**config.mk**
```make
export PLATFORM = sky130hd
export DESIGN_NAME = clk_rst_ctrl
export DESIGN_NICKNAME = d
export VERILOG_FILES = /design/src/rtl/clk_rst_ctrl.sv
export SDC_FILE = /design/constraint.sdc
export NUM_CORES = 1
export LEC_CHECK = 0
export CORE_ASPECT_RATIO = 1.25
export CORE_MARGIN = 4
export CORE_UTILIZATION = 44
export CTS_BUF_LIST = sky130_fd_sc_hd__clkbuf_8
export CTS_CLUSTER_DIAMETER = 80
export DETAILED_ROUTE_END_ITERATION = 16
export PLACE_DENSITY = 0.64
export SLEW_MARGIN = 15
export SYNTH_ARGS = -nofsm -noshare
export SYNTH_HDL_FRONTEND = slang
export SYNTH_SLANG_ARGS = --single-unit
```
**constraint.sdc**
```tcl
create_clock -name i_clk -period 3.7 [get_ports i_clk]
set_input_delay 0.37 -clock i_clk [delete_from_list [all_inputs] [get_ports i_clk]]
set_output_delay 0.37 -clock i_clk [all_outputs]
set_load 0.02 [all_outputs]
```
**src/rtl/clk_rst_ctrl.sv**
```systemverilog
// PLL bring-up and staged domain reset sequencer: pulses the PLL reset, waits for a stable lock,
// then releases the mem, core and periph resets in order. Retries on lock timeout, latching FAIL.
module clk_rst_ctrl #(
  parameter int PLL_RST_CYCLES = 16,
  parameter int LOCK_TIMEOUT   = 65536,
  parameter int LOCK_STABLE    = 64,
  parameter int STAGE_DELAY    = 16,
  parameter int MAX_RETRY      = 3
) (
  input  logic       i_clk,
  input  logic       i_rst_n,
  input  logic       i_locked,
  input  logic       i_soft_rst,
  output logic       o_pll_rst,
  output logic       o_rst_mem,
  output logic       o_rst_core,
  output logic       o_rst_periph,
  output logic       o_ready,
  output logic       o_fail,
  output logic [1:0] o_retries,
  output logic [2:0] o_state
);

  typedef enum logic [2:0] {
    PLL_RST    = 3'd0,
    WAIT_LOCK  = 3'd1,
    STABLE     = 3'd2,
    REL_MEM    = 3'd3,
    REL_CORE   = 3'd4,
    REL_PERIPH = 3'd5,
    RUN        = 3'd6,
    FAIL       = 3'd7
  } state_e;

  localparam logic [23:0] PLL_END    = 24'(PLL_RST_CYCLES - 1);
  localparam logic [23:0] TMO_END    = 24'(LOCK_TIMEOUT - 1);
  localparam logic [23:0] STABLE_END = 24'(LOCK_STABLE - 1);
  localparam logic [23:0] STAGE_END  = 24'(STAGE_DELAY - 1);
  localparam logic [1:0]  RETRY_MAX  = 2'(MAX_RETRY);

  state_e      state_q, state_d;
  logic [23:0] cnt_q, cnt_d;
  logic [1:0]  retries_q, retries_d;
  logic        sync1_q, locked_s;
  logic        pll_rst_q, rst_mem_q, rst_core_q, rst_periph_q, ready_q, fail_q;

  always_comb begin
    state_d   = state_q;
    retries_d = retries_q;
    case (state_q)
      PLL_RST:   if (cnt_q == PLL_END) state_d = WAIT_LOCK;
      WAIT_LOCK: begin
        if (locked_s) state_d = STABLE;
        else if (cnt_q == TMO_END) begin
          if (retries_q == RETRY_MAX) state_d = FAIL;
          else begin
            state_d   = PLL_RST;
            retries_d = retries_q + 2'd1;
          end
        end
      end
      // Lock loss is checked ahead of every count-based exit from here on.
      STABLE: begin
        if (!locked_s) state_d = WAIT_LOCK;
        else if (cnt_q == STABLE_END) state_d = REL_MEM;
      end
      REL_MEM: begin
        if (!locked_s) state_d = WAIT_LOCK;
        else if (cnt_q == STAGE_END) state_d = REL_CORE;
      end
      REL_CORE: begin
        if (!locked_s) state_d = WAIT_LOCK;
        else if (cnt_q == STAGE_END) state_d = REL_PERIPH;
      end
      REL_PERIPH: begin
        if (!locked_s) state_d = WAIT_LOCK;
        else if (cnt_q == STAGE_END) begin
          state_d   = RUN;
          retries_d = 2'd0;
        end
      end
      RUN: begin
        if (!locked_s) state_d = WAIT_LOCK;
        else if (i_soft_rst) state_d = REL_MEM;
      end
      FAIL:    state_d = FAIL;
      default: state_d = PLL_RST;
    endcase
    cnt_d = (state_d != state_q) ? 24'd0 : cnt_q + 24'd1;
  end

  // Outputs are decoded from the next state so they flip on the same edge as the state register.
  always_ff @(posedge i_clk) begin
    if (!i_rst_n) begin
      state_q      <= PLL_RST;
      cnt_q        <= 24'd0;
      retries_q    <= 2'd0;
      sync1_q      <= 1'b0;
      locked_s     <= 1'b0;
      pll_rst_q    <= 1'b1;
      rst_mem_q    <= 1'b1;
      rst_core_q   <= 1'b1;
      rst_periph_q <= 1'b1;
      ready_q      <= 1'b0;
      fail_q       <= 1'b0;
    end else begin
      state_q      <= state_d;
      cnt_q        <= cnt_d;
      retries_q    <= retries_d;
      sync1_q      <= i_locked;
      locked_s     <= sync1_q;
      pll_rst_q    <= (state_d == PLL_RST) || (state_d == FAIL);
      rst_mem_q    <= (state_d == PLL_RST) || (state_d == WAIT_LOCK) ||
                      (state_d == STABLE)  || (state_d == FAIL);
      rst_core_q   <= (state_d == PLL_RST) || (state_d == WAIT_LOCK) ||
                      (state_d == STABLE)  || (state_d == REL_MEM) || (state_d == FAIL);
      rst_periph_q <= (state_d == PLL_RST) || (state_d == WAIT_LOCK) ||
                      (state_d == STABLE)  || (state_d == REL_MEM) ||
                      (state_d == REL_CORE) || (state_d == FAIL);
      ready_q      <= (state_d == RUN);
      fail_q       <= fail_q || (state_d == FAIL);
    end
  end

  assign o_pll_rst    = pll_rst_q;
  assign o_rst_mem    = rst_mem_q;
  assign o_rst_core   = rst_core_q;
  assign o_rst_periph = rst_periph_q;
  assign o_ready      = ready_q;
  assign o_fail       = fail_q;
  assign o_retries    = retries_q;
  assign o_state      = state_q;

endmodule
```
==> run summary <==
====================================================================================
Clock-pin slew on the worst setup and hold paths                               70 ps
Post-synth EDFFs                                                                   0
Total CTS buffers                                                                  5
Top cell type by total area after synthesis                             sky130_fd_sc_hd__dfxtp_1
Final HPWL from detailed placement                                           2768 um
Worst slack after detailed placement                                         1018 ps
Signal arrival time at the worst endpoint                                    2830 ps
Post-layout minimum cycle time                                               2673 ps
Mean Syn Cell Area                                                       8.505 sq um
Vias in the first global route                                                 1,472
Unrepaired setup endpoints after global routing                                false
Cells taking the most area after synthesis                              sky130_fd_sc_hd__dfxtp_1, sky130_fd_sc_hd__nor2_1, sky130_fd_sc_hd__xor2_1
Depth of the worst hold-timing path                                                2
N_diodes                                                                           0
Pwr per Cell Area                                                       339.0 nW/um^2
Sequential-to-total area share from yosys stat                                39.23%
Hold bufs inserted after CTS                                                       0
Kind of capture point of the worst setup path                              flip-flop
Fraction of the cycle the final worst path needs                              72.23%
Number of port buffers                                                            14
Maximum number of pins on one net before global-route repair                      16
Largest voltage drop on the vdd net                                        0.1583 mV
Antenna violation net count after detailed routing                                 0
Number of optimization iterations in the first detailed-route pass                 4
Detailed-route wire length per cell                                         13.01 um
Final setup violation count                                                        0
Area of the core region                                                   4131 sq um
Most numerous cell in the Yosys netlist                                 sky130_fd_sc_hd__dfxtp_1
Count of cell types in the netlist                                                47
FF-to-FF path depth                                                                9
Top cells by count, synth                                               sky130_fd_sc_hd__dfxtp_1, sky130_fd_sc_hd__nor2_1, sky130_fd_sc_hd__nand2_1
Number of clock sinks                                                             37
Highest Clock Rate                                                        0.3742 GHz
Global-route wire length before repair                                       6534 um
# DRC                                                                              0
Final RePlAce weighted congestion                                             0.8493
Outcome                                                                 finished, final reports clean
Post-layout instance area                                                 2166 sq um
Initial antenna violation count                                                    0
Slew at the pin closest to its max-slew limit                               620.2 ps
Synthesized Nets                                                                 228
Overall power after layout                                                 0.7343 mW
Total Routed Length                                                          3798 um
Cell Rows                                                                         26
Total global routing overflow                                                      0
Total number of H-tree levels                                                      2
Total leakage power                                                        0.7784 nW
CTS tree                                                                       built
Number of vias in the routed layout                                            1,533
Biggest fanout along the worst timing path                                        13
Number of pins with negative max-slew slack in the final report                    0
Area added between synthesis and finish                                       14.71%
Ports                                                                             15
Overall die area                                                          5410 sq um
Share of flip-flops with an asynchronous set or reset after synthesis             0%
Top FF cell, synth                                                      sky130_fd_sc_hd__dfxtp_1
Share of layout cells above drive strength 1                                  11.02%
Final nets                                                                       241
Final setup TNS                                                                 0 ps
Post-CTS setup-driven buffer insertion count                                       0
Vertical extent of the die                                                  81.24 um
Synthesized instance count                                                       222
Count of endpoints failing hold in the final timing report                         0
Total of max-cap violations                                                        0
Die width                                                                   66.59 um
Insertion delay of the later-clocked pin in the worst-skew pair               290 ps
Instance area after placement                                             2064 sq um
Buffer type at the clock tree root                                      sky130_fd_sc_hd__clkbuf_8
Remaining max-slew budget at the tightest pin                                 58.07%
Yosys warnings                                                                     0
Crit Path Category                                                      flip-flop to flip-flop
Clock tree skew after final layout                                          9.734 ps
Crit path required time                                                      3860 ps
Post-CTS Resized                                                                   0
Average vias per placed instance                                               5.250
Worst setup slack after layout                                               1028 ps
Global router's overall resource usage                                        15.81%
Worst hold-check path type                                              flip-flop to flip-flop
DR iter-0 viols                                                                  105
Effective utilization at floorplan                                            45.70%
Clk buf depth                                                                      2
Synth top area share                                                          39.23%
Netlist Area Pre-Place                                                    1888 sq um
Startpoint types                                                           flip-flop
Number of synthesized register bits                                               37
====================================================================================
-- final timing paths --
check	from	end	slack (ps)
worst max-delay path	cnt_q[0]	cnt_q[11]	1030
worst min-delay path	o_fail	o_fail	450
worst max register to register	cnt_q[0]	cnt_q[11]	1030
worst min register to register	o_fail	o_fail	450
-- per-stage QoR --
stage | util [%] | hold slack, ps | instances
global route | 52.42 | 461.6 | 292
floorplan | - | 411.9 | 222
finish | 52.42 | 448.2 | 292
CTS | 52.42 | 452.2 | 292
detailed placement | 49.97 | 423.8 | 284
global placement | 49.97 | 433.4 | 284
-- routing by layer --
layer	GRT usage [%]	wire [um]
met5	0	0
met4	8.537	96
met3	3.873	127
met2	28.47	1905
met1	16.64	1668
-- worst max-delay path, cell delays in order (launching register included) --
cell                       delay [ps]
sky130_fd_sc_hd__dfxtp_1          390
sky130_fd_sc_hd__ha_1             220
sky130_fd_sc_hd__nand4_1          130
sky130_fd_sc_hd__or4_4            580
sky130_fd_sc_hd__o21ai_1          160
sky130_fd_sc_hd__a222oi_1          80
sky130_fd_sc_hd__o21ai_1          170
sky130_fd_sc_hd__buf_4            210
sky130_fd_sc_hd__a211o_1          500
sky130_fd_sc_hd__nor2_1           100
-- sequential cells by signal, indices dropped and copies added, names as in the netlist --
register and count:
o_retries 2, o_rst_core 1, o_fail 1, cnt_q 24, sync1_q 1, o_ready 1, o_pll_rst 1, o_rst_periph 1
locked_s 1, o_rst_mem 1, o_state 3
-- layout by cell type, fill, tap and decap left out, types with 2 or more instances in the layout --
cell type,synthesis,layout
sky130_fd_sc_hd__xor2_1,10,10
sky130_fd_sc_hd__nor2_1,24,24
sky130_fd_sc_hd__o211ai_1,2,2
sky130_fd_sc_hd__o21ai_1,3,3
sky130_fd_sc_hd__nor4_1,3,3
sky130_fd_sc_hd__nand2b_1,2,2
sky130_fd_sc_hd__nand3_1,11,11
sky130_fd_sc_hd__clkdlybuf4s50_1,0,14
sky130_fd_sc_hd__o31ai_1,4,4
sky130_fd_sc_hd__nor2_2,10,10
sky130_fd_sc_hd__and3_1,9,9
sky130_fd_sc_hd__o21bai_1,2,2
sky130_fd_sc_hd__mux2i_1,3,3
sky130_fd_sc_hd__dfxtp_1,37,37
sky130_fd_sc_hd__nor2b_1,6,6
sky130_fd_sc_hd__a21oi_1,7,7
sky130_fd_sc_hd__o21ai_0,4,4
sky130_fd_sc_hd__and2_1,9,9
sky130_fd_sc_hd__or3_1,4,4
sky130_fd_sc_hd__inv_1,5,5
sky130_fd_sc_hd__nor3_1,4,4
sky130_fd_sc_hd__nand2_1,17,17
sky130_fd_sc_hd__ha_1,2,2
sky130_fd_sc_hd__clkbuf_8,0,7
sky130_fd_sc_hd__nand4_1,5,5
sky130_fd_sc_hd__xnor2_1,9,9
-- logic make-up (layout without fill, tap and decap cells) --
family,count (synthesis),count (layout),synth area share (%)
xor+xnor,19,19,8.814
fa+ha+maj,2,2,1.325
compound gates,34,34,12.86
buf+inv,14,28,3.181
mux,3,3,1.591
simple gates,113,113,33.00
flops,37,37,39.23
-- where the power goes --
group	internal [mW]	total (mW)	leakage, nW	switching, mW
Sequential	0.402	0.407	0.299	0.00459
Combinational	0.00945	0.0206	0.425	0.0112
Clock	0.168	0.307	0.0542	0.139
Total	0.580	0.734	0.778	0.155
-- area by class of cell --
cell class	instances	area (sq um)
tap	56	70.07
timing repair buffer	15	147.6
fill	426	1966
multi-input combinational	171	1087
clock buffer	7	96.34
clock inverter	1	5.005
inverter	5	18.77
sequential	37	740.7
No activity file was read; power rests on OpenSTA's default activity.
